<file path="src/rtl/regfile_wb_arbiter_if.sv">
// Writeback arbiter bus: ALU/LSU write handshakes, regfile write port and hazard lookup.
// The fwd_data_a/fwd_data_b members exist only when REGFILE_WB_FWD_EN is defined.
interface regfile_wb_arbiter_if #(
  parameter int DATA_W = 32,
  parameter int ADDR_W = 5
);
  logic              alu_valid;
  logic              alu_ready;
  logic [ADDR_W-1:0] alu_addr;
  logic [DATA_W-1:0] alu_data;
  logic              lsu_valid;
  logic              lsu_ready;
  logic [ADDR_W-1:0] lsu_addr;
  logic [DATA_W-1:0] lsu_data;
  logic              rf_wen;
  logic [ADDR_W-1:0] rf_waddr;
  logic [DATA_W-1:0] rf_wdata;
  logic [ADDR_W-1:0] rd_addr_a;
  logic [ADDR_W-1:0] rd_addr_b;
  logic              hit_a;
  logic              hit_b;
`ifdef REGFILE_WB_FWD_EN
  logic [DATA_W-1:0] fwd_data_a;
  logic [DATA_W-1:0] fwd_data_b;
`endif

  modport master (
    output alu_valid, alu_addr, alu_data,
    output lsu_valid, lsu_addr, lsu_data,
    output rd_addr_a, rd_addr_b,
    input  alu_ready, lsu_ready,
    input  rf_wen, rf_waddr, rf_wdata,
    input  hit_a, hit_b
`ifdef REGFILE_WB_FWD_EN
    , input fwd_data_a, fwd_data_b
`endif
  );

  modport slave (
    input  alu_valid, alu_addr, alu_data,
    input  lsu_valid, lsu_addr, lsu_data,
    input  rd_addr_a, rd_addr_b,
    output alu_ready, lsu_ready,
    output rf_wen, rf_waddr, rf_wdata,
    output hit_a, hit_b
`ifdef REGFILE_WB_FWD_EN
    , output fwd_data_a, fwd_data_b
`endif
  );
endinterface

</file>
<file path="src/rtl/regfile_wb_arbiter.sv">
// Two-source (ALU/LSU) oldest-first writeback arbiter feeding a registered regfile write stage,
// with RAW hazard lookup. REGFILE_WB_FWD_EN adds youngest-pending-write forwarding data.
module regfile_wb_arbiter #(
  parameter int DATA_W = 32,
  parameter int ADDR_W = 5
) (
  input  logic                   clk,
  input  logic                   rst,
  regfile_wb_arbiter_if.slave    bus
);

  logic              alu_v_r;
  logic [ADDR_W-1:0] alu_addr_r;
  logic [DATA_W-1:0] alu_data_r;
  logic              lsu_v_r;
  logic [ADDR_W-1:0] lsu_addr_r;
  logic [DATA_W-1:0] lsu_data_r;
  logic              age_r;
  logic              rdy_en_r;
  logic              rf_wen_r;
  logic [ADDR_W-1:0] rf_waddr_r;
  logic [DATA_W-1:0] rf_wdata_r;

  logic alu_gnt_s, lsu_gnt_s;
  logic alu_rdy_s, lsu_rdy_s;
  logic alu_take_s, lsu_take_s;
  logic alu_keep_s, lsu_keep_s;
  logic age_nxt_s;
  logic hit_a_s, hit_b_s;

  function automatic logic hit_f(input logic [ADDR_W-1:0] rd);
    logic match;
    match = (alu_v_r && (alu_addr_r == rd)) ||
            (lsu_v_r && (lsu_addr_r == rd)) ||
            (rf_wen_r && (rf_waddr_r == rd));
    hit_f = (rd != {ADDR_W{1'b0}}) && match;
  endfunction

  // Oldest-first grant, ready, capture qualification and next age
  always_comb begin
    alu_gnt_s  = alu_v_r && (!lsu_v_r || age_r);
    lsu_gnt_s  = lsu_v_r && (!alu_v_r || !age_r);
    alu_rdy_s  = rdy_en_r && (!alu_v_r || alu_gnt_s);
    lsu_rdy_s  = rdy_en_r && (!lsu_v_r || lsu_gnt_s);
    // x0 writes complete the handshake but are never stored
    alu_take_s = bus.alu_valid && alu_rdy_s && (bus.alu_addr != {ADDR_W{1'b0}});
    lsu_take_s = bus.lsu_valid && lsu_rdy_s && (bus.lsu_addr != {ADDR_W{1'b0}});
    alu_keep_s = alu_v_r && !alu_gnt_s;
    lsu_keep_s = lsu_v_r && !lsu_gnt_s;
    age_nxt_s  = age_r;
    if (alu_take_s && lsu_take_s) begin
      age_nxt_s = 1'b1;
    end else if (alu_take_s) begin
      age_nxt_s = !lsu_keep_s;
    end else if (lsu_take_s) begin
      age_nxt_s = alu_keep_s;
    end else begin
      age_nxt_s = age_r;
    end
  end

  // Holding registers, age bit and the registered regfile write stage
  always_ff @(posedge clk) begin
    if (rst) begin
      alu_v_r    <= 1'b0;
      alu_addr_r <= {ADDR_W{1'b0}};
      alu_data_r <= {DATA_W{1'b0}};
      lsu_v_r    <= 1'b0;
      lsu_addr_r <= {ADDR_W{1'b0}};
      lsu_data_r <= {DATA_W{1'b0}};
      age_r      <= 1'b0;
      rdy_en_r   <= 1'b0;
      rf_wen_r   <= 1'b0;
      rf_waddr_r <= {ADDR_W{1'b0}};
      rf_wdata_r <= {DATA_W{1'b0}};
    end else begin
      rdy_en_r <= 1'b1;
      age_r    <= age_nxt_s;
      if (alu_take_s) begin
        alu_v_r    <= 1'b1;
        alu_addr_r <= bus.alu_addr;
        alu_data_r <= bus.alu_data;
      end else if (alu_gnt_s) begin
        alu_v_r <= 1'b0;
      end
      if (lsu_take_s) begin
        lsu_v_r    <= 1'b1;
        lsu_addr_r <= bus.lsu_addr;
        lsu_data_r <= bus.lsu_data;
      end else if (lsu_gnt_s) begin
        lsu_v_r <= 1'b0;
      end
      if (alu_gnt_s) begin
        rf_wen_r   <= 1'b1;
        rf_waddr_r <= alu_addr_r;
        rf_wdata_r <= alu_data_r;
      end else if (lsu_gnt_s) begin
        rf_wen_r   <= 1'b1;
        rf_waddr_r <= lsu_addr_r;
        rf_wdata_r <= lsu_data_r;
      end else begin
        rf_wen_r <= 1'b0;
      end
    end
  end

  // RAW hazard lookup against both holding entries and the write stage
  always_comb begin
    hit_a_s = hit_f(bus.rd_addr_a);
    hit_b_s = hit_f(bus.rd_addr_b);
  end

  assign bus.alu_ready = alu_rdy_s;
  assign bus.lsu_ready = lsu_rdy_s;
  assign bus.rf_wen    = rf_wen_r;
  assign bus.rf_waddr  = rf_waddr_r;
  assign bus.rf_wdata  = rf_wdata_r;
  assign bus.hit_a     = hit_a_s;
  assign bus.hit_b     = hit_b_s;

`ifdef REGFILE_WB_FWD_EN
  logic [DATA_W-1:0] fwd_a_s, fwd_b_s;

  // Youngest match wins: younger hold, then older hold, then the write stage
  function automatic logic [DATA_W-1:0] fwd_f(input logic [ADDR_W-1:0] rd);
    logic am, lm;
    am = alu_v_r && (alu_addr_r == rd);
    lm = lsu_v_r && (lsu_addr_r == rd);
    if (rd == {ADDR_W{1'b0}}) begin
      fwd_f = {DATA_W{1'b0}};
    end else if (am && lm) begin
      fwd_f = age_r ? lsu_data_r : alu_data_r;
    end else if (am) begin
      fwd_f = alu_data_r;
    end else if (lm) begin
      fwd_f = lsu_data_r;
    end else if (rf_wen_r && (rf_waddr_r == rd)) begin
      fwd_f = rf_wdata_r;
    end else begin
      fwd_f = {DATA_W{1'b0}};
    end
  endfunction

  // Forwarding data for both read ports
  always_comb begin
    fwd_a_s = fwd_f(bus.rd_addr_a);
    fwd_b_s = fwd_f(bus.rd_addr_b);
  end

  assign bus.fwd_data_a = fwd_a_s;
  assign bus.fwd_data_b = fwd_b_s;
`endif

endmodule

</file>
<file path="src/flat_wrapper.sv">
// flat-port wrapper written by rule: the top's interface ports become plain ports
module regfile_wb_arbiter_flat 
#(
  parameter int DATA_W = 32,
  parameter int ADDR_W = 5
)
  (clk, rst, bus_alu_valid, bus_alu_addr, bus_alu_data, bus_lsu_valid, bus_lsu_addr, bus_lsu_data, bus_rd_addr_a, bus_rd_addr_b, bus_alu_ready, bus_lsu_ready, bus_rf_wen, bus_rf_waddr, bus_rf_wdata, bus_hit_a, bus_hit_b);
  regfile_wb_arbiter_if #(.DATA_W(DATA_W), .ADDR_W(ADDR_W)) bus_i ();
  input  logic clk;
  input  logic rst;
  input wire logic [$bits(bus_i.alu_valid)-1:0] bus_alu_valid;
  input wire logic [$bits(bus_i.alu_addr)-1:0] bus_alu_addr;
  input wire logic [$bits(bus_i.alu_data)-1:0] bus_alu_data;
  input wire logic [$bits(bus_i.lsu_valid)-1:0] bus_lsu_valid;
  input wire logic [$bits(bus_i.lsu_addr)-1:0] bus_lsu_addr;
  input wire logic [$bits(bus_i.lsu_data)-1:0] bus_lsu_data;
  input wire logic [$bits(bus_i.rd_addr_a)-1:0] bus_rd_addr_a;
  input wire logic [$bits(bus_i.rd_addr_b)-1:0] bus_rd_addr_b;
  output wire logic [$bits(bus_i.alu_ready)-1:0] bus_alu_ready;
  output wire logic [$bits(bus_i.lsu_ready)-1:0] bus_lsu_ready;
  output wire logic [$bits(bus_i.rf_wen)-1:0] bus_rf_wen;
  output wire logic [$bits(bus_i.rf_waddr)-1:0] bus_rf_waddr;
  output wire logic [$bits(bus_i.rf_wdata)-1:0] bus_rf_wdata;
  output wire logic [$bits(bus_i.hit_a)-1:0] bus_hit_a;
  output wire logic [$bits(bus_i.hit_b)-1:0] bus_hit_b;
  assign bus_i.alu_valid = bus_alu_valid;
  assign bus_i.alu_addr = bus_alu_addr;
  assign bus_i.alu_data = bus_alu_data;
  assign bus_i.lsu_valid = bus_lsu_valid;
  assign bus_i.lsu_addr = bus_lsu_addr;
  assign bus_i.lsu_data = bus_lsu_data;
  assign bus_i.rd_addr_a = bus_rd_addr_a;
  assign bus_i.rd_addr_b = bus_rd_addr_b;
  assign bus_alu_ready = bus_i.alu_ready;
  assign bus_lsu_ready = bus_i.lsu_ready;
  assign bus_rf_wen = bus_i.rf_wen;
  assign bus_rf_waddr = bus_i.rf_waddr;
  assign bus_rf_wdata = bus_i.rf_wdata;
  assign bus_hit_a = bus_i.hit_a;
  assign bus_hit_b = bus_i.hit_b;
  regfile_wb_arbiter #(.DATA_W(DATA_W), .ADDR_W(ADDR_W)) u_core (.clk(clk), .rst(rst), .bus(bus_i));
endmodule
</file>
<file path="config.mk">
export PLATFORM = sky130hd
export DESIGN_NAME = regfile_wb_arbiter_flat
export DESIGN_NICKNAME = d
export VERILOG_FILES = /design/src/rtl/regfile_wb_arbiter_if.sv /design/src/rtl/regfile_wb_arbiter.sv /design/src/flat_wrapper.sv
export SDC_FILE = /design/constraint.sdc
export NUM_CORES = 1
export LEC_CHECK = 0
export ABC_AREA = 1
export CAP_MARGIN = 20
export CORE_AREA = 2 2 90 136
export CTS_CLUSTER_DIAMETER = 40
export CTS_CLUSTER_SIZE = 28
export DETAILED_ROUTE_END_ITERATION = 8
export DIE_AREA = 0 0 92 138
export GPL_TIMING_DRIVEN = 0
export PLACE_DENSITY = 0.73
export SKIP_CTS_REPAIR_TIMING = 1
export SLEW_MARGIN = 5
export SYNTH_ARGS = -nofsm -noshare
export SYNTH_HDL_FRONTEND = slang
export SYNTH_SLANG_ARGS = --single-unit
</file>
<file path="constraint.sdc">
create_clock -name clk -period 1.4 [get_ports clk]
set_input_delay 0.14 -clock clk [delete_from_list [all_inputs] [get_ports clk]]
set_output_delay 0.14 -clock clk [all_outputs]
set_load 0.02 [all_outputs]
</file>
# After elaboration in Yosys (flattened, before gate mapping)
# Cells that the tools add are included.
dict set report word_totals {
  ff_bits 116
  input_bits 88
  output_inout_bits 42
  word_cells 72
}
dict set report op_classes {
  eq_ne 6
  n_mux 14
  n_reduce_logical 41
}
# operator n
set ops {}
lappend ops {{$mux W32} 2}
lappend ops {{$eq A5 B5 Y1} 6}
lappend ops {{$reduce_bool A5 Y1} 4}
lappend ops {{$logic_and A1 B1 Y1} 19}
lappend ops {{$mux W1} 10}
lappend ops {{$mux W5} 2}
lappend ops {{$logic_or A1 B1 Y1} 8}
lappend ops {{$logic_not A1 Y1} 6}
lappend ops {{$reduce_bool A2 Y1} 3}
lappend ops {{$reduce_bool A3 Y1} 1}

# Longest topological paths before layout
dict set report depth {
  depth_word 10
  depth_mapped 8
  depth_no_buf 8
}

# Worst setup path before layout
# Ideal clock, no wire load.
dict set report synth_timing {
  path_kind {reg-to-reg}
  from {register u_core.age_r}
  to {register u_core.alu_data_r[12]}
  setup_ps 116
  t_arrival_ps 1151
  required_ps 1284
  path_slack_ps 133
  stages_incl_launch_ff 9
  n_path_buf 1
  synth_period_minus_slack_ps 1267
  path_cell_list {dfxtp_1 inv_2 nand3_2 nand2_1 nor2_1 nand2_4 buf_4 nor2_1 nor2_1}
}
dict set report synth_via {
  elab_chain_len 6
}
# item line_no
set synth_rtl {}
lappend synth_rtl {{start: declaration} regfile_wb_arbiter.sv:18} ;# logic age_r;
lappend synth_rtl {{start signal: assignment} regfile_wb_arbiter.sv:78} ;# age_r <= age_nxt_s;
lappend synth_rtl {{$logic_or A1 B1 Y1} regfile_wb_arbiter.sv:41} ;# alu_gnt_s = alu_v_r && (!lsu_v_r || age_r);
lappend synth_rtl {{$logic_and A1 B1 Y1} regfile_wb_arbiter.sv:41}
lappend synth_rtl {{$logic_or A1 B1 Y1} regfile_wb_arbiter.sv:43} ;# alu_rdy_s = rdy_en_r && (!alu_v_r || alu_gnt_s);
lappend synth_rtl {{$logic_and A1 B1 Y1} regfile_wb_arbiter.sv:43}
lappend synth_rtl {{$logic_and A1 B1 Y1 (2 in series)} regfile_wb_arbiter.sv:46} ;# alu_take_s = bus.alu_valid && alu_rdy_s && (bus.alu_addr != {ADDR_W{1'b0}});
lappend synth_rtl {{end signal: assignment} regfile_wb_arbiter.sv:67} ;# alu_data_r <= {DATA_W{1'b0}};
lappend synth_rtl {{end signal: assignment} regfile_wb_arbiter.sv:82} ;# alu_data_r <= bus.alu_data;
lappend synth_rtl {{end: declaration} regfile_wb_arbiter.sv:14} ;# logic [DATA_W-1:0] alu_data_r;
# No other way between the ends.
# A chain may end at the register's enable or synchronous reset.

# Final worst setup path
dict set report layout_timing {
  from {register u_core.alu_v_r}
  to {output port bus_hit_b}
}
dict set report layout_via {
  elab_chain_len 4
}
# item line_no
set layout_rtl {}
lappend layout_rtl {{start: declaration} regfile_wb_arbiter.sv:12} ;# logic alu_v_r;
lappend layout_rtl {{start signal: assignment} regfile_wb_arbiter.sv:65} ;# alu_v_r <= 1'b0;
lappend layout_rtl {{start signal: assignment} regfile_wb_arbiter.sv:80} ;# alu_v_r <= 1'b1;
lappend layout_rtl {{start signal: assignment} regfile_wb_arbiter.sv:84} ;# alu_v_r <= 1'b0;
lappend layout_rtl {{$logic_and A1 B1 Y1} regfile_wb_arbiter.sv:33} ;# match = (alu_v_r && (alu_addr_r == rd)) ||
lappend layout_rtl {{$logic_or A1 B1 Y1} regfile_wb_arbiter.sv:33}
lappend layout_rtl {{$logic_or A1 B1 Y1} regfile_wb_arbiter.sv:34} ;# (lsu_v_r && (lsu_addr_r == rd)) ||
lappend layout_rtl {{$logic_and A1 B1 Y1} regfile_wb_arbiter.sv:36} ;# hit_f = (rd != {ADDR_W{1'b0}}) && match;
lappend layout_rtl {{end: declaration} flat_wrapper.sv:25} ;# output wire logic [$bits(bus_i.hit_b)-1:0] bus_hit_b;
# No other way between the ends.

==> impl_metrics.env <==
export IMPL_status="finished with violations"
export IMPL_violations="negative setup slack"
export IMPL_whs_ns=0.0281
export IMPL_diodes=0
export IMPL_cp_max_fo=6
export IMPL_grt_ovfl_total=0
export IMPL_layout_setup_ws_ns=-0.216
export IMPL_netlist_area_mm2=0.00509
export IMPL_fin_crit_sh=1.15
export IMPL_cts_sinks=116
export IMPL_synth_simple_area_share=0.212
export IMPL_fp_dieW_um=92
export IMPL_routedWlPerCell_um=16.8
export IMPL_cp_required_ns=1.26
export IMPL_seq_power_share=0.389
export IMPL_switching_share=0.255
export IMPL_hpwl_um=11800
export IMPL_h_tree_depth=4
export IMPL_hold_path_class="primary input to flop"
export IMPL_holdPathStages=2
export IMPL_fin_worst_skew_ns=0.00721
export IMPL_grt_pass1_vias=5212
export IMPL_cts_root_buffer="clkbuf_16"
export IMPL_first_pass_iters=6
export IMPL_die_area_mm2=0.0127
export IMPL_switchingPower_uw=2400
export IMPL_min_delay_start="rst"
export IMPL_layout_common_cells="107 x nor2_1, 106 x nand2_1, 98 x dfxtp_1, 97 x o21ai_0, 82 x clkdlybuf4s50_1"
export IMPL_area_delta_synth_final_pct=50.3
export IMPL_ir_drop_v=0.000907
export IMPL_synth_xor_area_share=0
export IMPL_synth_seq_cells=116
export IMPL_vias_per_cell=5.25
export IMPL_grt_max_degree=17
export IMPL_avgSynthCellArea_um2=7.18
export IMPL_timing_final_hold_violations=0
export IMPL_detail_route_antenna_nets=0
export IMPL_initial_core_util=0.437
export IMPL_clock_latency_ns=0.41
export IMPL_grt_pass1_wl_um=25500
export IMPL_drc_errors=0
export IMPL_grt_antenna_before_repair=0
export IMPL_crit_arrival_ns=1.48
export IMPL_r2r_start="u_core.alu_v_r"
export IMPL_syn_nets=797
export IMPL_cts_tree="done"
export IMPL_startpoint_type="flop"
export IMPL_final_common_cell="nor2_1"
export IMPL_wirelength_um=17300
export IMPL_die_y_um=138
export IMPL_yosys_area_top_type="dfxtp_1"
export IMPL_clockBufferDepth=2
export IMPL_core_area_mm2=0.0116
export IMPL_num_vias=5417
export IMPL_cap_violations=0
export IMPL_post_route_min_period_ns=1.62
export IMPL_final_nets=957
export IMPL_muxShareOfSynthArea=0
export IMPL_p_per_area_mw_per_mm2=1230
export IMPL_synth_fa_ha_area_frac=0
export IMPL_timing_fmax_mhz=619
export IMPL_path_class="flop to output pin"
export IMPL_synth_area_top_cells="dfxtp_1 46%, o21ai_0 14%, nor2_1 8.4%"
export IMPL_cts_inserted_buffers=17
export IMPL_synth_top_area_share=0.456
export IMPL_worstSetupEndpointType="output pin"
export IMPL_tns_ns=-0.604
export IMPL_ys_types=26
export IMPL_p_leak_uw=0.00377
export IMPL_ff2ff_path_depth=9
export IMPL_track_usage=0.255
export IMPL_r2r_end="u_core.age_r"
export IMPL_p_int_uw=7020
export IMPL_place_congestion=0.887
export IMPL_ios=130
export IMPL_ys_seq_area_frac=0.456
export IMPL_r2r_slack_ns=-0.06
export IMPL_drtIter0Drc=351
export IMPL_drive_gt1_frac=0.173
export IMPL_p_clk_frac=0.460
export IMPL_rsz0062_at_grt="yes"
export IMPL_slew_viol_final=0
export IMPL_clk_pin_slew_ns=0.05
export IMPL_synth_top_family_by_area="compound AO/OA/AOI/OAI gates"
export IMPL_setup_viol=13
export IMPL_yosys_warnings=0
export IMPL_power_frac_comb=0.151
export IMPL_final_util=0.656
export IMPL_placed_area_mm2=0.00656
export IMPL_numPortBuffers=128
export IMPL_stdcell_area_mm2=0.00765
export IMPL_slew_limit_headroom=0.630
export IMPL_fp_row_count=49
export IMPL_synth_compound_area_frac=0.229
export IMPL_synth_cells=709
export IMPL_min_to="u_core.lsu_v_r"
export IMPL_worstMarginPinSlew_ns=0.554
[cell families after synthesis]
logic type,count (synthesis)
AOI/OAI and AO/OA,224
and+or+nand+nor,261
DFF,116
buffers and inverters,108
[cell usage after synthesis]
library cell	count
a21oi_1	69
a21oi_2	4
buf_2	12
buf_4	5
buf_6	6
buf_8	3
clkbuf_1	14
clkbuf_2	1
clkinv_1	1
clkinv_2	1
dfxtp_1	116
inv_1	63
inv_2	2
nand2_1	109
nand2_2	2
nand2_4	4
nand3_1	19
nand3_2	3
nand4_1	2
nor2_1	114
nor2_2	6
nor3_1	2
o21ai_0	140
o21ai_1	1
o21ai_2	4
o31ai_1	6
[power by group through the flow]
stage / registers [uW] / clock network, uW / logic (uW)
floorplan: 3760 / 0 / 599
global placement: 3710 / 0 / 1260
detailed placement: 3720 / 0 / 1280
CTS: 3650 / 4330 / 1290
global route: 3690 / 4510 / 1530
finish: 3670 / 4330 / 1420
[final cells by class]
class / instances / area [um2]
fill: 985 / 4000
multi-input combinational: 485 / 2380
sequential: 116 / 2370
timing repair buffer: 141 / 1510
clock buffer: 19 / 453
buffer: 41 / 352
inverter: 67 / 262
tap: 153 / 191
clock inverter: 10 / 134
[critical path, cell delays in order, from the launching register on]
cell	delay, ns
dfxtp_4	0.37
buf_8	0.13
o21ai_0	0.08
nor2_1	0.10
nand3_1	0.08
nand3_1	0.08
nand2_1	0.06
inv_1	0.06
buf_6	0.11
[registers in the layout, summed over array words and instances, names as in the netlist]
signal / flops
u_core.alu_data_r: 32
u_core.rdy_en_r: 1
u_core.lsu_v_r: 1
u_core.alu_addr_r: 5
u_core.bus.rf_waddr: 5
u_core.bus.rf_wdata: 32
u_core.lsu_addr_r: 5
u_core.bus.rf_wen: 1
u_core.age_r: 1
u_core.lsu_data_r: 32
u_core.alu_v_r: 1
[worst max-delay path by stage]
| stage | start | endpoint | slack (ns) | cells past startpoint |
|---|---|---|---|---|
| after global placement | bus_rd_addr_a[3] | bus_hit_a | -0.66 | 10 |
| after floorplan | u_core.age_r | u_core.alu_data_r[12] | 0.13 | 8 |
| after global routing | u_core.alu_v_r | bus_hit_b | -0.33 | 8 |
| after CTS | u_core.alu_v_r | bus_hit_b | -0.84 | 8 |
| final | u_core.alu_v_r | bus_hit_b | -0.22 | 8 |
| after detailed placement | bus_rd_addr_a[3] | bus_hit_a | -0.65 | 10 |
[metrics by stage]
step | power, uW | setup slack (ns) | instances
5_1_grt | 9720 | -0.333 | 1032
2_1_floorplan | 4360 | 0.133 | 709
6_report | 9420 | -0.216 | 1032
4_1_cts | 9280 | -0.837 | 1019
3_5_place_dp | 5000 | -0.652 | 990
3_3_place_gp | 4970 | -0.663 | 990
[per-layer routing]
metal / vias up / global-route usage / share of wire
li1: 2629 / - / -
met1: 2539 / 0.290 / 0.39
met2: 211 / 0.457 / 0.53
met3: 38 / 0.0512 / 0.053
met4: 0 / 0.109 / 0.026
met5: - / 0 / 0
(Power assumes the default switching activity.)
